## src/rtl/ultrasound_update_scheduler_pkg.sv

```systemverilog
// Shared definitions for the ultrasound location update scheduler.
// Holds the FSM state encodings, the location width and default cycle counts for a 27 MHz clock.
package ultrasound_defs;

    typedef enum logic [2:0] {
        ST_IDLE      = 3'd0,
        ST_START     = 3'd1,
        ST_WAIT_DONE = 3'd2,
        ST_RETRY     = 3'd3,
        ST_ERROR     = 3'd4
    } state_t;

    localparam int LOCATION_W         = 12;
    localparam int NUM_SENSORS        = 10;
    localparam int DEF_PERIOD_CYCLES  = 2_700_000;
    localparam int DEF_TIMEOUT_CYCLES = 13_500_000;
    localparam int DEF_MAX_RETRIES    = 2;
    localparam int DEF_CNT_W          = 24;

endpackage

```

## src/rtl/ultrasound_update_scheduler_if.sv

```systemverilog
// Control and status bundle between the scheduler and its calculator and planner.
// The master modport is the scheduler side; the slave modport is the environment side.
interface ultrasound_update_scheduler_if;
    import ultrasound_defs::*;

    logic                  enable;
    logic                  request;
    logic                  clear_error;
    logic                  calc_done;
    logic [LOCATION_W-1:0] calc_location;
    logic                  calculate;
    logic                  calc_reset;
    logic [LOCATION_W-1:0] location;
    logic                  location_valid;
    logic                  new_location;
    logic                  timeout_error;
    logic                  busy;
    logic [2:0]            state;

    modport master (
        input  enable, request, clear_error, calc_done, calc_location,
        output calculate, calc_reset, location, location_valid, new_location,
               timeout_error, busy, state
    );

    modport slave (
        output enable, request, clear_error, calc_done, calc_location,
        input  calculate, calc_reset, location, location_valid, new_location,
               timeout_error, busy, state
    );

endinterface

```

## src/rtl/ultrasound_update_scheduler_tick.sv

```systemverilog
// Purpose: free-running period counter producing a one-cycle tick while enabled.
// Latency: tick is combinational on the last count; the counter wraps on the following edge.
// Backpressure: none; disabling holds the counter at zero.
module period_tick_generator
    import ultrasound_defs::*;
#(
    parameter int PERIOD_CYCLES = DEF_PERIOD_CYCLES,
    parameter int CNT_W         = DEF_CNT_W
) (
    input  logic clock,
    input  logic reset,
    input  logic enable,
    output logic tick
);

    logic [CNT_W-1:0] count;

    assign tick = enable && (count == CNT_W'(PERIOD_CYCLES - 1));

    always_ff @(posedge clock) begin
        if (reset || !enable || tick) begin
            count <= '0;
        end else begin
            count <= count + 1'b1;
        end
    end

endmodule

```

## src/rtl/ultrasound_update_scheduler.sv

```systemverilog
// Purpose: schedules location measurements (periodic or on request), retries on timeout, latches results.
// Latency: calc_done to location/new_location is 1 cycle; pending work starts calculate 2 cycles after it is flagged.
// Backpressure: requests and ticks arriving while busy merge into one pending measurement.
module ultrasound_update_scheduler
    import ultrasound_defs::*;
#(
    parameter int PERIOD_CYCLES  = DEF_PERIOD_CYCLES,
    parameter int TIMEOUT_CYCLES = DEF_TIMEOUT_CYCLES,
    parameter int MAX_RETRIES    = DEF_MAX_RETRIES,
    parameter int CNT_W          = DEF_CNT_W
) (
    input  logic clock,
    input  logic reset,
    ultrasound_update_scheduler_if.master bus
);

    localparam int RETRY_W = (MAX_RETRIES < 1) ? 1 : $clog2(MAX_RETRIES + 1);

    state_t                state_q, state_d;
    logic                  tick;
    logic                  tick_pending, req_pending;
    logic                  leave_idle, timed_out, retry_ok;
    logic [CNT_W-1:0]      timeout_cnt;
    logic [RETRY_W-1:0]    retry_cnt;
    logic [LOCATION_W-1:0] location_q;
    logic                  location_valid_q, new_location_q, timeout_error_q;

    period_tick_generator #(
        .PERIOD_CYCLES (PERIOD_CYCLES),
        .CNT_W         (CNT_W)
    ) u_tick (
        .clock  (clock),
        .reset  (reset),
        .enable (bus.enable),
        .tick   (tick)
    );

    assign timed_out  = (timeout_cnt == CNT_W'(TIMEOUT_CYCLES - 1));
    assign retry_ok   = (retry_cnt < RETRY_W'(MAX_RETRIES));
    assign leave_idle = (state_q == ST_IDLE) && (tick_pending || req_pending);

    always_comb begin
        state_d = state_q;
        case (state_q)
            ST_IDLE:      if (leave_idle) state_d = ST_START;
            ST_START:     state_d = ST_WAIT_DONE;
            ST_WAIT_DONE: begin
                // A done arriving on the timeout cycle still counts as success.
                if (bus.calc_done)  state_d = ST_IDLE;
                else if (timed_out) state_d = retry_ok ? ST_RETRY : ST_ERROR;
            end
            ST_RETRY:     state_d = ST_START;
            ST_ERROR:     if (bus.clear_error) state_d = ST_IDLE;
            default:      state_d = ST_IDLE;
        endcase
    end

    always_ff @(posedge clock) begin
        if (reset) state_q <= ST_IDLE;
        else       state_q <= state_d;
    end

    always_ff @(posedge clock) begin
        if (reset) begin
            tick_pending     <= 1'b0;
            req_pending      <= 1'b0;
            timeout_cnt      <= '0;
            retry_cnt        <= '0;
            location_q       <= '0;
            location_valid_q <= 1'b0;
            new_location_q   <= 1'b0;
            timeout_error_q  <= 1'b0;
        end else begin
            new_location_q <= 1'b0;

            // New events win over the clear on leaving IDLE so none are lost.
            if (!bus.enable)    tick_pending <= 1'b0;
            else if (tick)      tick_pending <= 1'b1;
            else if (leave_idle) tick_pending <= 1'b0;

            if (bus.request)     req_pending <= 1'b1;
            else if (leave_idle) req_pending <= 1'b0;

            case (state_q)
                ST_START: timeout_cnt <= '0;
                ST_WAIT_DONE: begin
                    timeout_cnt <= timeout_cnt + 1'b1;
                    if (bus.calc_done) begin
                        location_q       <= bus.calc_location;
                        location_valid_q <= 1'b1;
                        new_location_q   <= 1'b1;
                        retry_cnt        <= '0;
                    end else if (timed_out) begin
                        if (retry_ok) begin
                            retry_cnt <= retry_cnt + 1'b1;
                        end else begin
                            timeout_error_q  <= 1'b1;
                            location_valid_q <= 1'b0;
                        end
                    end
                end
                ST_ERROR: begin
                    if (bus.clear_error) begin
                        timeout_error_q <= 1'b0;
                        retry_cnt       <= '0;
                    end
                end
                default: ;
            endcase
        end
    end

    assign bus.calculate      = (state_q == ST_START);
    assign bus.calc_reset     = (state_q == ST_RETRY) || ((state_q == ST_ERROR) && bus.clear_error);
    assign bus.location       = location_q;
    assign bus.location_valid = location_valid_q;
    assign bus.new_location   = new_location_q;
    assign bus.timeout_error  = timeout_error_q;
    assign bus.busy           = (state_q != ST_IDLE);
    assign bus.state          = state_q;

endmodule

```

## src/flat_wrapper.sv

```systemverilog
// flat-port wrapper written by rule: the top's interface ports become plain ports
module ultrasound_update_scheduler_flat import ultrasound_defs::*;
#(
    parameter int PERIOD_CYCLES  = DEF_PERIOD_CYCLES,
    parameter int TIMEOUT_CYCLES = DEF_TIMEOUT_CYCLES,
    parameter int MAX_RETRIES    = DEF_MAX_RETRIES,
    parameter int CNT_W          = DEF_CNT_W
)
  (clock, reset, bus_enable, bus_request, bus_clear_error, bus_calc_done, bus_calc_location, bus_calculate, bus_calc_reset, bus_location, bus_location_valid, bus_new_location, bus_timeout_error, bus_busy, bus_state);
  ultrasound_update_scheduler_if bus_i ();
  input  logic clock;
  input  logic reset;
  input wire logic [$bits(bus_i.enable)-1:0] bus_enable;
  input wire logic [$bits(bus_i.request)-1:0] bus_request;
  input wire logic [$bits(bus_i.clear_error)-1:0] bus_clear_error;
  input wire logic [$bits(bus_i.calc_done)-1:0] bus_calc_done;
  input wire logic [$bits(bus_i.calc_location)-1:0] bus_calc_location;
  output wire logic [$bits(bus_i.calculate)-1:0] bus_calculate;
  output wire logic [$bits(bus_i.calc_reset)-1:0] bus_calc_reset;
  output wire logic [$bits(bus_i.location)-1:0] bus_location;
  output wire logic [$bits(bus_i.location_valid)-1:0] bus_location_valid;
  output wire logic [$bits(bus_i.new_location)-1:0] bus_new_location;
  output wire logic [$bits(bus_i.timeout_error)-1:0] bus_timeout_error;
  output wire logic [$bits(bus_i.busy)-1:0] bus_busy;
  output wire logic [$bits(bus_i.state)-1:0] bus_state;
  assign bus_i.enable = bus_enable;
  assign bus_i.request = bus_request;
  assign bus_i.clear_error = bus_clear_error;
  assign bus_i.calc_done = bus_calc_done;
  assign bus_i.calc_location = bus_calc_location;
  assign bus_calculate = bus_i.calculate;
  assign bus_calc_reset = bus_i.calc_reset;
  assign bus_location = bus_i.location;
  assign bus_location_valid = bus_i.location_valid;
  assign bus_new_location = bus_i.new_location;
  assign bus_timeout_error = bus_i.timeout_error;
  assign bus_busy = bus_i.busy;
  assign bus_state = bus_i.state;
  ultrasound_update_scheduler #(.PERIOD_CYCLES(PERIOD_CYCLES), .TIMEOUT_CYCLES(TIMEOUT_CYCLES), .MAX_RETRIES(MAX_RETRIES), .CNT_W(CNT_W)) u_core (.clock(clock), .reset(reset), .bus(bus_i));
endmodule
```

## config.mk

```make
export PLATFORM = sky130hd
export DESIGN_NAME = ultrasound_update_scheduler_flat
export DESIGN_NICKNAME = d
export VERILOG_FILES = /design/src/rtl/ultrasound_update_scheduler_pkg.sv /design/src/rtl/ultrasound_update_scheduler_if.sv /design/src/rtl/ultrasound_update_scheduler_tick.sv /design/src/rtl/ultrasound_update_scheduler.sv /design/src/flat_wrapper.sv
export SDC_FILE = /design/constraint.sdc
export NUM_CORES = 1
export LEC_CHECK = 0
export ABC_CLOCK_PERIOD_IN_PS = 6200
export BUFFER_PORTS_ARGS = -buffer_cell sky130_fd_sc_hd__buf_4
export CAP_MARGIN = 10
export CORE_MARGIN = 1.5
export CORE_UTILIZATION = 35
export DETAILED_ROUTE_END_ITERATION = 8
export GPL_ROUTABILITY_DRIVEN = 0
export HOLD_SLACK_MARGIN = 0.1
export SYNTH_ARGS = -nofsm -noshare
export SYNTH_HDL_FRONTEND = slang
export SYNTH_SLANG_ARGS = --single-unit
```

## constraint.sdc

```tcl
create_clock -name clock -period 6.2 [get_ports clock]
set_input_delay 0.62 -clock clock [delete_from_list [all_inputs] [get_ports clock]]
set_output_delay 0.62 -clock clock [all_outputs]
set_load 0.005 [all_outputs]
```

==> reports/results.env <==
POST_SYNTH_MOST_FREQUENT_CELLS='sky130_fd_sc_hd__dfxtp_1 (70), sky130_fd_sc_hd__nand2_1 (46), sky130_fd_sc_hd__a21oi_1 (40)'
NATURE_OF_THE_CRITICAL_PATH_ENDPOINT='output pin'
CTS_BUFFERS=9
DIE_HEIGHT_UM=100
SLEW_AT_THE_PIN_CLOSEST_TO_ITS_MAX_SLEW_LIMIT_NS=0.802
CP_DATA_REQUIRED_TIME_NS=5.58
CLK_PIN_SLEW_NS=0.07
SEQUENTIAL_AREA_SHARE_AFTER_SYNTHESIS_PCT=42.5
POSTPLACECELLAREA_UM2=3650
WIDTH_OF_THE_DIE_UM=100
FIN_TNS_SETUP_NS=0
RSZ0062_AT_GRT='no'
FLOORPLAN.ROWS=35
FINAL_LAYOUT_SIZE_SUFFIX_GT1_SHARE_PCT=15.3
DOMINANTREGCELLSYNTH='sky130_fd_sc_hd__dfxtp_1'
SYNTH.YOSYS.WARNINGS=0
GRT_OVERFLOW=0
TIMING.CRITICAL_PATH.CELLS='or3b_2 > inv_1 > buf_4'
TRITONCTS='done'
ROUTER_ITERATIONS_BEFORE_ANTENNA_REPAIR=4
CRITPATHMAXSTAGEDELAY_NS=0.64
DRT-VIAS-PER-INSTANCE=5.46
AVG_INST_SIZE_SYNTH_UM2=8.28
TOP_LEVEL_PORTS=39
ANTENNA_VIOLATING_NETS_POST_ROUTE=0
ROUTEDWLPERCELL_UM=13.3
FMAX_MHz=408
FIRST_PASS_GRT_WIRE_LENGTH_UM=12300
GRT_START_MAX_NET_PINS=50
SYN-INSTANCE-COUNT=398
POST-SYNTH-TOP-AREA-CELL='sky130_fd_sc_hd__dfxtp_1'
FP.COREAREA_UM2=9200
GRTUSAGETOTAL_PCT=15.1
CTSRESIZECOUNT=0
CLOCK_INSERTION_DELAY_WORST_SKEW_NS=0.34
TYPE_OF_THE_WORST_SETUP_PATH='reg -> out'
PLACE.PORT_BUFFERS=38
START_KIND='flop'
POST-ROUTE-CELL-AREA_UM2=3830
ROUTED_WL_UM=7230
DP.FINAL_HPWL_UM=4940
LEAKAGE_nW=1.27
DETAILROUTE.VIA_COUNT=2962
CTSHOLDBUFFERS=0
CTS_BUFFER_DEPTH=2
FILLCELLCOUNT=909
WORST_SETUP_PATH_ENDPOINT='bus_calculate'
AREA.GROWTH.SYNTH_TO_FINAL_PCT=16.4
DIODES=0
FINAL.PERIOD_UTILIZATION_PCT=39.6
SYNTH.CELL_AREA_UM2=3300
POWER_PER_CELL_AREA_nW_PER_UM2=226
FINAL-HOLD-VIOLATION-COUNT=0
FINALCLOCKSKEW_NS=0.00945
FINISH.NET_COUNT=447
FIN_CRIT_NS=2.45
SYNTH_SEQ_CELLS=70
SLEW_VIOLATIONS=0
SYNTH.MOST_COMMON_CELL='sky130_fd_sc_hd__dfxtp_1'
SYNTH.TOP_CELLS.BY_AREA='sky130_fd_sc_hd__dfxtp_1 (43%), sky130_fd_sc_hd__a21oi_1 (6.1%), sky130_fd_sc_hd__nand2_1 (5.2%)'
NUMBER_OF_ENABLE_FLIP_FLOP_CELLS_AFTER_SYNTHESIS=0
CTS_SETUP_BUFFERS=0
RRSETUPSLACK_NS=3.96
WORST_R2R_STARTPOINT='u_core.timeout_cnt[0]'
FINALSETUPVIOLATIONS=0
ARRIVAL_WORST_ENDPOINT_NS=1.83
STARTING_DRC_COUNT_IN_DETAILED_ROUTING=135
SLEW_HEADROOM_PCT=46.1
DIE_AREA_UM2=10000
INITIAL_ANTENNA_VIOLATION_COUNT=0
POST_SYNTH_ARST_SHARE_PCT=0
OUTCOME='finished clean'
TIMING.HOLD.WORST.CLASS='reg -> reg'
WORSTPATHMAXFANOUT=12
CTS-HTREE-LEVELS=3
WORSTSETUPSTARTPOINT='u_core.bus.state[0]'
INITIAL_UTILIZATION_PCT=35.8
REG2REG_TO='u_core.timeout_cnt[22]'
CP_SLOWEST_CELL='sky130_fd_sc_hd__or3b_2'
VDD_DROP_MAX_V=0.000109
WORST-R2R-CELL-COUNT=5
CTS-ROOT-BUF='sky130_fd_sc_hd__clkbuf_8'
POSTSYNTHNETCOUNT=418
MAX_CAP_VIOL_COUNT=0
SYNTH.LIB_CELLS_USED.DISTINCT=49
GRT_PASS1_VIAS=2655
POST-ROUTE-DRC-COUNT=0
SYNTH_TOP_AREA_SHARE_PCT=42.5
CLOCK-SINKS=70
power by group:
group / internal (W) / switching, W / leakage [nW]
registers: 0.000453 / 0.00000389 / 0.565
clock network: 0.000193 / 0.000168 / 0.0952
logic: 0.0000218 / 0.0000278 / 0.615
flip-flops by register name, indices dropped and copies added, names as in the netlist, 2 cells and up:
signal               cells
u_core.bus.state         3
u_core.u_tick.count     24
u_core.timeout_cnt      24
u_core.retry_cnt         2
u_core.bus.location     12
layout make-up:
| cell class | instances | area, um2 | share of cell area (%) |
|---|---|---|---|
| tap | 111 | 139 | 3.62 |
| clock inverter | 4 | 47.5 | 1.24 |
| clock buffer | 11 | 141 | 3.69 |
| timing repair buffer | 39 | 293 | 7.63 |
| inverter | 10 | 37.5 | 0.979 |
| multi-input combinational | 297 | 1780 | 46.3 |
| sequential | 70 | 1400 | 36.5 |
how the worst min path moves through the flow:
| stage | startpoint | endpoint | slack (ns) | cells past startpoint |
|---|---|---|---|---|
| finish | u_core.u_tick.count[0] | u_core.u_tick.count[0] | 0.45 | 1 |
| global route | u_core.bus.location[9] | u_core.bus.location[9] | 0.48 | 2 |
| CTS | u_core.u_tick.count[0] | u_core.u_tick.count[0] | 0.45 | 1 |
| detailed placement | u_core.u_tick.count[0] | u_core.u_tick.count[0] | 0.44 | 1 |
| global placement | u_core.u_tick.count[0] | u_core.u_tick.count[0] | 0.43 | 1 |
| floorplan | u_core.u_tick.count[0] | u_core.u_tick.count[0] | 0.41 | 1 |
layout by cell type, fill, tap and decap left out, drive strengths merged, types with 6 or more instances in the layout:
| master | synthesis | routed |
|---|---|---|
| dfxtp | 70 | 70 |
| nand2 | 46 | 46 |
| a21oi | 40 | 40 |
| buf | 2 | 39 |
| nor2 | 30 | 30 |
| nand3 | 23 | 23 |
| nand4 | 15 | 15 |
| or4 | 13 | 13 |
| or3 | 12 | 12 |
| clkbuf | 19 | 11 |
| inv | 10 | 10 |
| xor2 | 10 | 10 |
| o31ai | 10 | 10 |
| o21ai | 10 | 10 |
| and2 | 8 | 8 |
| nor4 | 7 | 7 |
| mux2i | 7 | 7 |
| nor3 | 7 | 7 |
| and4 | 6 | 6 |
| or2 | 6 | 6 |
per-layer routing:
layer	track usage, %	share of wire (%)
met5	0	0
met4	4.88	1.5
met3	4.39	4.0
met2	25.2	47
met1	18.8	48
per-stage QoR:
| step | std cells | setup WS [ns] | total power, W | utilization [%] | hold slack (ns) |
|---|---|---|---|---|---|
| 6_report | 542 | 3.75 | 0.000867 | 41.7 | 0.448 |
| 5_1_grt | 542 | 3.66 | 0.000905 | 41.7 | 0.480 |
| 4_1_cts | 542 | 3.73 | 0.000879 | 41.7 | 0.452 |
| 3_5_place_dp | 527 | 3.99 | 0.000517 | 39.6 | 0.435 |
| 3_3_place_gp | 527 | 4.03 | 0.000517 | 39.6 | 0.430 |
| 2_1_floorplan | 398 | 4.23 | 0.000495 | - | 0.413 |
kinds of logic after synthesis:
logic type | Yosys count | share of synthesized area (%)
simple gates | 194 | 32.2
buf+inv | 31 | 3.61
fa+ha+maj | 2 | 0.759
compound gates | 79 | 14.6
mux | 10 | 3.15
xor+xnor | 12 | 3.19
flops | 70 | 42.5
worst max-delay path, delay by kind of cell (launching register included):
family                 cells  cell delay (ns)
buffers and inverters      2             0.35
DFF                        1             0.50
and+or+nand+nor            1             0.64
(Power assumes the default switching activity.)
